<file path="src/rtl/medusa_ws2812_pkg.sv">
// Shared WS2812 definitions: pixel layout, receiver state encoding and the
// default timing constants used by both the strip transmitter and receiver.
package medusa_ws2812_pkg;

   localparam int BITS_PER_PIXEL = 24;

   // Byte offsets within a received word; the wire order is G, R, B, MSB first.
   localparam int G_OFFSET = 16;
   localparam int R_OFFSET = 8;
   localparam int B_OFFSET = 0;

   localparam int DEFAULT_LED_COUNT     = 320;
   localparam int DEFAULT_BIT_THRESHOLD = 11;
   localparam int DEFAULT_HIGH_MAX      = 30;
   localparam int DEFAULT_RESET_CYCLES  = 1000;
   localparam int DEFAULT_T0H           = 7;
   localparam int DEFAULT_T1H           = 14;
   localparam int DEFAULT_BIT_PERIOD    = 25;

   typedef enum logic [1:0] {
      ST_SYNC,
      ST_IDLE,
      ST_HIGH,
      ST_LOW
   } rx_state_t;

   function automatic logic [7:0] grb_byte(input logic [BITS_PER_PIXEL-1:0] word,
                                           input int unsigned offset);
      return 8'(word >> offset);
   endfunction

endpackage

</file>
<file path="src/rtl/ws2812_rx_sync.sv">
// Brings the asynchronous serial line into the LED clock domain and reports
// the synchronised level together with single-cycle rise and fall flags.
module ws2812_rx_sync (
   input  logic clk,
   input  logic rst_n,
   input  logic din,
   output logic level,
   output logic rise,
   output logic fall
);

   logic meta;
   logic sync_q;
   logic edge_q;

   always_ff @(posedge clk or negedge rst_n) begin
      if (!rst_n) begin
         meta   <= 1'b0;
         sync_q <= 1'b0;
         edge_q <= 1'b0;
      end else begin
         meta   <= din;
         sync_q <= meta;
         edge_q <= sync_q;
      end
   end

   assign level = sync_q;
   assign rise  = sync_q & ~edge_q;
   assign fall  = ~sync_q & edge_q;

endmodule

</file>
<file path="src/rtl/ws2812_rx.sv">
// WS2812 receiver: measures high-pulse widths to recover bits, assembles GRB
// pixels and reports per-pixel strobes, frame boundaries and framing errors.
module ws2812_rx
   import medusa_ws2812_pkg::*;
#(
   parameter int LED_COUNT     = DEFAULT_LED_COUNT,
   parameter int BIT_THRESHOLD = DEFAULT_BIT_THRESHOLD,
   parameter int HIGH_MAX      = DEFAULT_HIGH_MAX,
   parameter int RESET_CYCLES  = DEFAULT_RESET_CYCLES
) (
   input  logic        led_clk_i,
   input  logic        rst_n_i,
   input  logic        led_data_i,
   output logic [7:0]  pixel_r_o,
   output logic [7:0]  pixel_g_o,
   output logic [7:0]  pixel_b_o,
   output logic [9:0]  led_address_o,
   output logic        pixel_valid_o,
   output logic        frame_done_o,
   output logic [10:0] frame_pixels_o,
   output logic        overflow_o,
   output logic        bit_error_o
);

   localparam int LOW_W  = $clog2(RESET_CYCLES + 2);
   localparam int HIGH_W = $clog2(HIGH_MAX + 2);
   localparam int BIT_W  = $clog2(BITS_PER_PIXEL + 2);

   localparam logic [LOW_W-1:0]  LOW_LIMIT  = LOW_W'(RESET_CYCLES);
   localparam logic [LOW_W-1:0]  LOW_ONE    = LOW_W'(1);
   localparam logic [HIGH_W-1:0] HIGH_LIMIT = HIGH_W'(HIGH_MAX);
   localparam logic [HIGH_W-1:0] HIGH_SAT   = HIGH_W'(HIGH_MAX + 1);
   localparam logic [HIGH_W-1:0] HIGH_ONE   = HIGH_W'(1);
   localparam logic [HIGH_W-1:0] BIT_THR    = HIGH_W'(BIT_THRESHOLD);
   localparam logic [BIT_W-1:0]  BITS_FULL  = BIT_W'(BITS_PER_PIXEL);
   localparam logic [11:0]       LED_LIMIT  = 12'(LED_COUNT);

   rx_state_t state;
   rx_state_t next_state;

   logic level;
   logic rise;
   logic fall;

   logic [LOW_W-1:0]          low_cnt;
   logic [HIGH_W-1:0]         high_cnt;
   logic [BIT_W-1:0]          bit_cnt;
   logic [9:0]                address;
   logic [10:0]               pix_cnt;
   logic [BITS_PER_PIXEL-1:0] shift;
   logic                      bit_value;

   logic sync_done;
   logic frame_start;
   logic go_high;
   logic take_bit;
   logic glitch;
   logic frame_end;

   ws2812_rx_sync u_sync (
      .clk   (led_clk_i),
      .rst_n (rst_n_i),
      .din   (led_data_i),
      .level (level),
      .rise  (rise),
      .fall  (fall)
   );

   assign bit_value = (high_cnt >= BIT_THR);

   always_ff @(posedge led_clk_i or negedge rst_n_i) begin
      if (!rst_n_i) begin
         state <= ST_SYNC;
      end else begin
         state <= next_state;
      end
   end

   // An over-long high wins over a coincident fall; the frame end wins over a
   // rise that lands exactly on the latch boundary.
   always_comb begin
      next_state  = state;
      sync_done   = 1'b0;
      frame_start = 1'b0;
      go_high     = 1'b0;
      take_bit    = 1'b0;
      glitch      = 1'b0;
      frame_end   = 1'b0;
      case (state)
         ST_SYNC: begin
            if (low_cnt == LOW_LIMIT) begin
               sync_done  = 1'b1;
               next_state = ST_IDLE;
            end
         end
         ST_IDLE: begin
            if (rise) begin
               frame_start = 1'b1;
               next_state  = ST_HIGH;
            end
         end
         ST_HIGH: begin
            if (high_cnt > HIGH_LIMIT) begin
               glitch     = 1'b1;
               next_state = ST_SYNC;
            end else if (fall) begin
               take_bit   = 1'b1;
               next_state = ST_LOW;
            end
         end
         ST_LOW: begin
            if (low_cnt == LOW_LIMIT) begin
               frame_end  = 1'b1;
               next_state = ST_IDLE;
            end else if (rise) begin
               go_high    = 1'b1;
               next_state = ST_HIGH;
            end
         end
         default: next_state = ST_SYNC;
      endcase
   end

   always_ff @(posedge led_clk_i or negedge rst_n_i) begin
      if (!rst_n_i) begin
         low_cnt        <= '0;
         high_cnt       <= '0;
         bit_cnt        <= '0;
         address        <= '0;
         pix_cnt        <= '0;
         shift          <= '0;
         pixel_r_o      <= '0;
         pixel_g_o      <= '0;
         pixel_b_o      <= '0;
         led_address_o  <= '0;
         pixel_valid_o  <= 1'b0;
         frame_done_o   <= 1'b0;
         frame_pixels_o <= '0;
         overflow_o     <= 1'b0;
         bit_error_o    <= 1'b0;
      end else begin
         pixel_valid_o <= 1'b0;
         frame_done_o  <= 1'b0;
         bit_error_o   <= 1'b0;
         if (glitch) begin
            bit_error_o <= 1'b1;
            bit_cnt     <= '0;
            low_cnt     <= '0;
         end else begin
            if (state == ST_SYNC) begin
               if (sync_done) begin
                  low_cnt <= '0;
                  address <= '0;
                  bit_cnt <= '0;
               end else if (level) begin
                  low_cnt <= '0;
               end else begin
                  low_cnt <= low_cnt + 1'b1;
               end
            end
            if (frame_start) begin
               high_cnt   <= HIGH_ONE;
               overflow_o <= 1'b0;
               pix_cnt    <= '0;
            end
            if (go_high) begin
               high_cnt <= HIGH_ONE;
            end
            if (state == ST_HIGH && !take_bit && high_cnt != HIGH_SAT) begin
               high_cnt <= high_cnt + 1'b1;
            end
            if (take_bit) begin
               shift   <= {shift[BITS_PER_PIXEL-2:0], bit_value};
               bit_cnt <= bit_cnt + 1'b1;
               low_cnt <= LOW_ONE;
            end
            if (state == ST_LOW && !go_high && !frame_end && low_cnt != LOW_LIMIT) begin
               low_cnt <= low_cnt + 1'b1;
            end
            if (frame_end) begin
               frame_done_o   <= 1'b1;
               bit_error_o    <= (bit_cnt != '0);
               frame_pixels_o <= pix_cnt;
               address        <= '0;
               bit_cnt        <= '0;
            end
            // The pixel completes the cycle after its 24th fall is taken,
            // which gives the extra output-register stage of latency.
            if (bit_cnt == BITS_FULL) begin
               if ({2'b00, address} < LED_LIMIT) begin
                  pixel_valid_o <= 1'b1;
                  pixel_r_o     <= grb_byte(shift, R_OFFSET);
                  pixel_g_o     <= grb_byte(shift, G_OFFSET);
                  pixel_b_o     <= grb_byte(shift, B_OFFSET);
                  led_address_o <= address;
               end else begin
                  overflow_o <= 1'b1;
               end
               if (address != '1) begin
                  address <= address + 1'b1;
               end
               if (pix_cnt != '1) begin
                  pix_cnt <= pix_cnt + 1'b1;
               end
               bit_cnt <= '0;
            end
         end
      end
   end

endmodule

</file>
<file path="config.mk">
export PLATFORM = sky130hd
export DESIGN_NAME = ws2812_rx
export DESIGN_NICKNAME = d
export VERILOG_FILES = /design/src/rtl/medusa_ws2812_pkg.sv /design/src/rtl/ws2812_rx_sync.sv /design/src/rtl/ws2812_rx.sv
export SDC_FILE = /design/constraint.sdc
export NUM_CORES = 1
export LEC_CHECK = 0
export ABC_AREA = 1
export BUFFER_PORTS_ARGS = -buffer_cell sky130_fd_sc_hd__clkbuf_2
export CORE_MARGIN = 3
export CORE_UTILIZATION = 59
export DETAILED_ROUTE_END_ITERATION = 16
export PLACE_DENSITY = 0.82
export SYNTH_ARGS = -nofsm -noshare
export SYNTH_HDL_FRONTEND = slang
export SYNTH_SLANG_ARGS = --single-unit
</file>
<file path="constraint.sdc">
create_clock -name led_clk_i -period 2.18 [get_ports led_clk_i]
set_clock_uncertainty 0.15 [all_clocks]
set_input_delay 0.109 -clock led_clk_i [delete_from_list [all_inputs] [get_ports led_clk_i]]
set_output_delay 0.109 -clock led_clk_i [all_outputs]
set_load 0.02 [all_outputs]
</file>
Word level (Yosys, flattened, before mapping)
Index checks and enable logic that the tools add are counted.
{ "word_totals": {"register_bits": 119, "latchBits": 0, "ramBits": 0, "mem_bits_ro": 0, "inputBits": 3, "output_inout_bits": 49, "wordCells": 114, "n_memories": 0} }
{ "classes": {"addsub": 5, "mul": 0, "div_mod_pow": 0, "magnitude_cmp": 3, "n_eq_ne": 11, "n_shift": 0, "muxes": 51, "bitwise_logic": 5, "reduce_logical": 20} }
{ "op_table": {"columns": ["op", "count"], "rows": [
  ["2-to-1 mux 10 bit", 11],
  ["2-to-1 mux 5 bit", 9],
  ["2-to-1 mux 11 bit", 3],
  ["2-to-1 mux 1 bit", 22],
  ["adder 10 x 1 -> 10 bit (second input constant)", 2],
  ["!= test 10 bit (second input constant)", 2],
  ["nonzero test 5 bit", 3],
  ["adder 11 x 1 -> 11 bit (second input constant)", 1],
  ["!= test 11 bit (second input constant)", 1],
  ["adder 5 x 1 -> 5 bit (second input constant)", 2],
  ["== test 10 bit (second input constant)", 1],
  ["less-than comparator 10 x 9 -> 1 bit (second input constant)", 1],
  ["2-to-1 mux 2 bit", 5],
  ["AND reduction 2 bit", 5],
  ["case mux 2 bit (4 select lines)", 1],
  ["== test 5 bit (second input constant)", 1],
  ["greater-or-equal comparator 5 x 4 -> 1 bit (second input constant)", 1],
  ["> comparator 5 bit (second input constant)", 1],
  ["logical AND 1 bit", 5],
  ["!= test 5 bit (second input constant)", 1],
  ["== test 2 bit (second input constant)", 2],
  ["nonzero test 4 bit", 1],
  ["logical NOT 1 bit", 3],
  ["!= test 3 bit (second input constant)", 1],
  ["7 further kinds", 10]
]} }

Logic depth before layout (Yosys ltp)
{ "depth": {"word_depth": 11, "mapped_depth": 14, "mapped_depth_nobuf": 14} }

By module
From an unflattened synthesis, not the netlist that was laid out.
{ "hier_totals": {"hier_cells": 660, "hier_area_um2": 5661.7} }
{ "modules_own_cells": {"columns": ["module", "instances", "cells_each", "area_per_inst_um2", "seq_area_each_um2"], "rows": [
  ["ws2812_rx", 1, 653, 5571.6, 2902.8],
  ["ws2812_rx_sync", 1, 7, 90.1, 75.1]
]} }

Worst setup path after synthesis
No wires, ideal clock.
{ "synth_timing": {"kind": "register to register", "start": "register high_cnt[0]", "end": "register pix_cnt[9]", "setup_ns": 0.119, "t_arrival_ns": 1.477, "required_ns": 1.911, "path_slack_ns": 0.434, "path_stages_with_launch": 13, "n_path_buf": 0, "period_less_slack_ns": 1.746, "cell_sequence": "dfrtp_1 inv_1 ha_1 inv_1 nand3_1 nor2_4 nand2_4 nand2_8 inv_2 nand2_4 inv_1 a21oi_1 nor2_1"} }
{ "synth_between": {"elab_chain_cells": 3} }
{ "synth_rtl": {"columns": ["item", "line_no", "rtl"], "rows": [
  ["start: declaration", "ws2812_rx.sv:46", "logic [HIGH_W-1:0] high_cnt;"],
  ["start signal: assignment", "ws2812_rx.sv:170", "high_cnt <= high_cnt + 1'b1;"],
  ["> comparator 5 bit", "ws2812_rx.sv:103", "if (high_cnt > HIGH_LIMIT) begin"],
  ["2-to-1 mux 1 bit", "ws2812_rx.sv:103", null],
  ["2-to-1 mux 1 bit", "ws2812_rx.sv:89", "case (state)"],
  ["end signal: assignment", "ws2812_rx.sv:203", "pix_cnt <= pix_cnt + 1'b1;"],
  ["end: declaration", "ws2812_rx.sv:49", "logic [10:0] pix_cnt;"]
]} }
Every way passes these cells.
A chain may end at the register's enable or synchronous reset.

Final worst setup path
{ "layout_timing": {"start": "register high_cnt[0]", "end": "register low_cnt[9]"} }
{ "layout_between": {"elab_chain_cells": 6, "elab_cells_between_ends": 9, "cone_classes": "order compare (1); mux (7); reduce/logical (1)"} }
{ "layout_rtl": {"columns": ["item", "line_no", "rtl"], "rows": [
  ["> comparator 5 bit (*)", "ws2812_rx.sv:103", null],
  ["2-to-1 mux 1 bit", "ws2812_rx.sv:103", null],
  ["2-to-1 mux 1 bit", "ws2812_rx.sv:89", null],
  ["2-to-1 mux 10 bit", "ws2812_rx.sv:172", "if (take_bit) begin"],
  ["2-to-1 mux 10 bit", "ws2812_rx.sv:177", "if (state == ST_LOW && !go_high && !frame_end && low_cnt != LOW_LIMIT) begin"],
  ["2-to-1 mux 10 bit", "ws2812_rx.sv:145", "if (glitch) begin"],
  ["end signal: assignment", "ws2812_rx.sv:158", "low_cnt <= low_cnt + 1'b1;"],
  ["end signal: assignment", "ws2812_rx.sv:178", "low_cnt <= low_cnt + 1'b1;"],
  ["end: declaration", "ws2812_rx.sv:45", "logic [LOW_W-1:0] low_cnt;"]
]} }
Mark *: on every way between the ends. The rest lies on a longest branch, timed or not.

==> flow_summary.ini <==
[run_status]
outcome = finished clean

[layout]
antennaDiodeCount = 0
areaGrowthSynthToFinish_pct = 18.1
fin_nets = 720
num-fill-cells = 675
multiInputGateArea_um2 = 2180
drive_gt1_frac = 0.219
final_area_um2 = 6690
fin_util = 0.720
register_area_um2 = 2980

[setup_path]
path_cells = inv_1 > ha_1 > inv_1 > nand3_1 > nor2_4 > o21bai_1 > nand3_4 > nand2_1 > nor2_4 > nand2_1 > nand2_1
r2r_cells = 11
critPathTopFamily = simple AND/OR/NAND/NOR gates
cpPeakStageDelay_ns = 0.42
critPathBufInv = 2
required_ns = 2.44
end_kind = flop
r2r-start = high_cnt[0]$_DFFE_PN0P_
crit_path_end = low_cnt[9]$_DFFE_PN0P_
critPathSlowestCell = dfrtp_1
crit_start = high_cnt[0]$_DFFE_PN0P_
critPathKind = reg2reg
reg2reg_slack_ns = 0.14
crit_path_start_kind = flop
cp_max_fo = 14
crit_arrival_ns = 2.29
cp.depth = 11
crit_top_cell = nand2_1
reg2reg_to = low_cnt[9]$_DFFE_PN0P_

[floorplan]
die_w_um = 104
die_h_um = 104
io_pins = 52
row_count = 35
core_area_um2 = 9280
die_area_um2 = 10800
start_util = 0.610

[power_and_ir_drop]
p_int_w = 0.00402
p_total_w = 0.00512
max-vdd-ir-drop_mv = 0.494
swShare = 0.215
power_leakage_nw = 3.46
seq_power_share = 0.435
pwr-share-comb = 0.018
p_clk_frac = 0.548
power_switching_w = 0.00110
power_density_nw_per_um2 = 765

[cts]
htreeDepth = 4
numCtsBuffers = 17
clock_latency_ns = 0.52
cts_setup_buffers = 0
clkTransAtPathRegs_ns = 0.06
clock_path_buffers = 2
cts_tree = yes
root_buffer = clkbuf_8
cts_sinks = 119

[timing]
post-route-period-util = 0.934
slew_viol_final = 0
maxSlewHeadroom = 0.286
holdWs_ns = 0.0118
period_needed_ns = 2.04
rsz0062_at_grt = no
setup_viol = 0
finalHoldViolCount = 0
fmax_ghz = 0.491
finalSetupTns_ns = 0
tightestPinTransition_ns = 1.07

[logic_synthesis]
synth-async-reset-ratio = 1.00
yosys_warnings = 0
synth.net_count = 656
synth-edff-count = 0
synth_simple_gate_area_frac = 0.221
synth.avg_cell_area_um2 = 8.80
netlist_instances = 644
yosysUniqueCellTypes = 37
synth_top_family_by_area = simple AND/OR/NAND/NOR gates
synth_compound_area_frac = 0.127
synthAdderAreaFrac = 0.0199
netlist_area_um2 = 5660
synth_ff_type = dfrtp_1
synth-xor-area-share = 0.0124
synth-seq-cells = 119
synthMuxAreaShare = 0.00177
ys_seq_area_frac = 0.526

[routing]
drc = 0
first_pass_iters = 5
wl_per_cell_um = 14.0
drt_wl_total_mm = 11.9
antenna_left = 0
num_vias = 4479
drt-initial-drc-count = 291
vias_per_cell = 5.27

[global_route]
grt.total_usage = 0.232
grt_pass1_vias = 4500
grt_pass1_wl_mm = 20.6
grt_max_degree = 64
grt-ovfl-total = 0
antenna_found_initial = 0

[placement]
hpwl_mm = 7.74
post_dp_cell_area_um2 = 6030
place_congestion = 0.857
port_buffers = 51

[hold_path]
hold_path_class = in2async

[job]
drv_cap = 0
-- Yosys cell counts, drive strengths merged (3+ instances only) --
cell type | count | area (µm²)
xnor2 | 3 | 26.3
dfrtp | 119 | 2980
a21oi | 11 | 55.1
xor2 | 5 | 43.8
nand2 | 190 | 774
nor3 | 3 | 15.0
nand3 | 32 | 193
nor2 | 42 | 223
inv | 105 | 402
o31ai | 5 | 37.5
o21ai | 89 | 566
nand4 | 5 | 31.3
buf | 13 | 118
ha | 9 | 113
-- layer usage --
metal | wire [µm] | global-route usage
met1 | 5150 | 0.284
met5 | 0 | 0
met3 | 495 | 0.0608
met2 | 6130 | 0.406
met4 | 134 | 0.0684
-- kinds of logic (layout without fill, tap and decap cells) --
kind of cell    after synthesis  in the layout
compound gates              113            113
xor+xnor                      8              8
fa+ha+maj                     9              9
buf+inv                     120            197
flops                       119            119
mux                           1              1
simple gates                274            274
-- state kept, by name, summed over array words and instances, names as in the netlist, 8 cells and up --
register	cells
shift	24
frame_pixels_o	11
pix_cnt	11
address	10
led_address_o	10
low_cnt	10
pixel_b_o	8
pixel_g_o	8
pixel_r_o	8
-- worst min path at each step --
stage | start | to | cells past startpoint
final | rst_n_i | shift[10]$_DFFE_PN0P_ | 3
after detailed placement | rst_n_i | pixel_r_o[3]$_DFFE_PN0P_ | 1
after CTS | rst_n_i | pixel_b_o[3]$_DFFE_PN0P_ | 3
after global routing | rst_n_i | shift[10]$_DFFE_PN0P_ | 3
after global placement | rst_n_i | pixel_r_o[4]$_DFFE_PN0P_ | 1
after floorplan | rst_n_i | address[0]$_DFFE_PN0N_ | 0
-- worst min-delay path: stages --
cell	delay, ns
dlygate4sd3_1	0.53
buf_4	0.15
buf_12	0.26
-- layout by cell type (no fill, tap or decap), drive strengths merged, types with 7 or more instances in the layout --
| cell type | count |
|---|---|
| a21oi | 11 |
| inv | 108 |
| o21ai | 89 |
| dfrtp | 119 |
| clkbuf | 68 |
| nand2 | 190 |
| nand3 | 32 |
| nor2 | 42 |
| ha | 9 |
| buf | 7 |
-- final cells by class --
type / count / share of cell area
clock buffer: 18 / 0.0640
clock inverter: 14 / 0.0256
inverter: 105 / 0.0614
multi-input combinational: 405 / 0.326
sequential: 119 / 0.445
tap: 129 / 0.0241
timing repair buffer: 60 / 0.0535
-- metrics by stage --
| stage | setup slack [ns] | std cells |
|---|---|---|
| after floorplan | 0.434 | 644 |
| after global placement | 0.184 | 815 |
| after detailed placement | 0.0614 | 815 |
| after CTS | 0.0189 | 850 |
| after global routing | 0.00535 | 850 |
| final | 0.143 | 850 |
-- power by group through the flow --
| stage | clock network (W) | registers [W] | logic [W] |
|---|---|---|---|
| after floorplan | 0 | 0.00226 | 0.0000240 |
| after global placement | 0 | 0.00226 | 0.0000810 |
| after detailed placement | 0 | 0.00226 | 0.0000846 |
| after CTS | 0.00283 | 0.00222 | 0.0000921 |
| after global routing | 0.00296 | 0.00222 | 0.000104 |
| final | 0.00280 | 0.00222 | 0.0000900 |
-- repair_timing --
| item | CTS | global route |
|---|---|---|
| setup endpoints to repair | 0 | 44 |
| resized for setup | 0 | 8 |
| hold endpoints to repair | 120 | 0 |
| hold buffers | 3 | 0 |
Power figures use the tool's default switching activity.
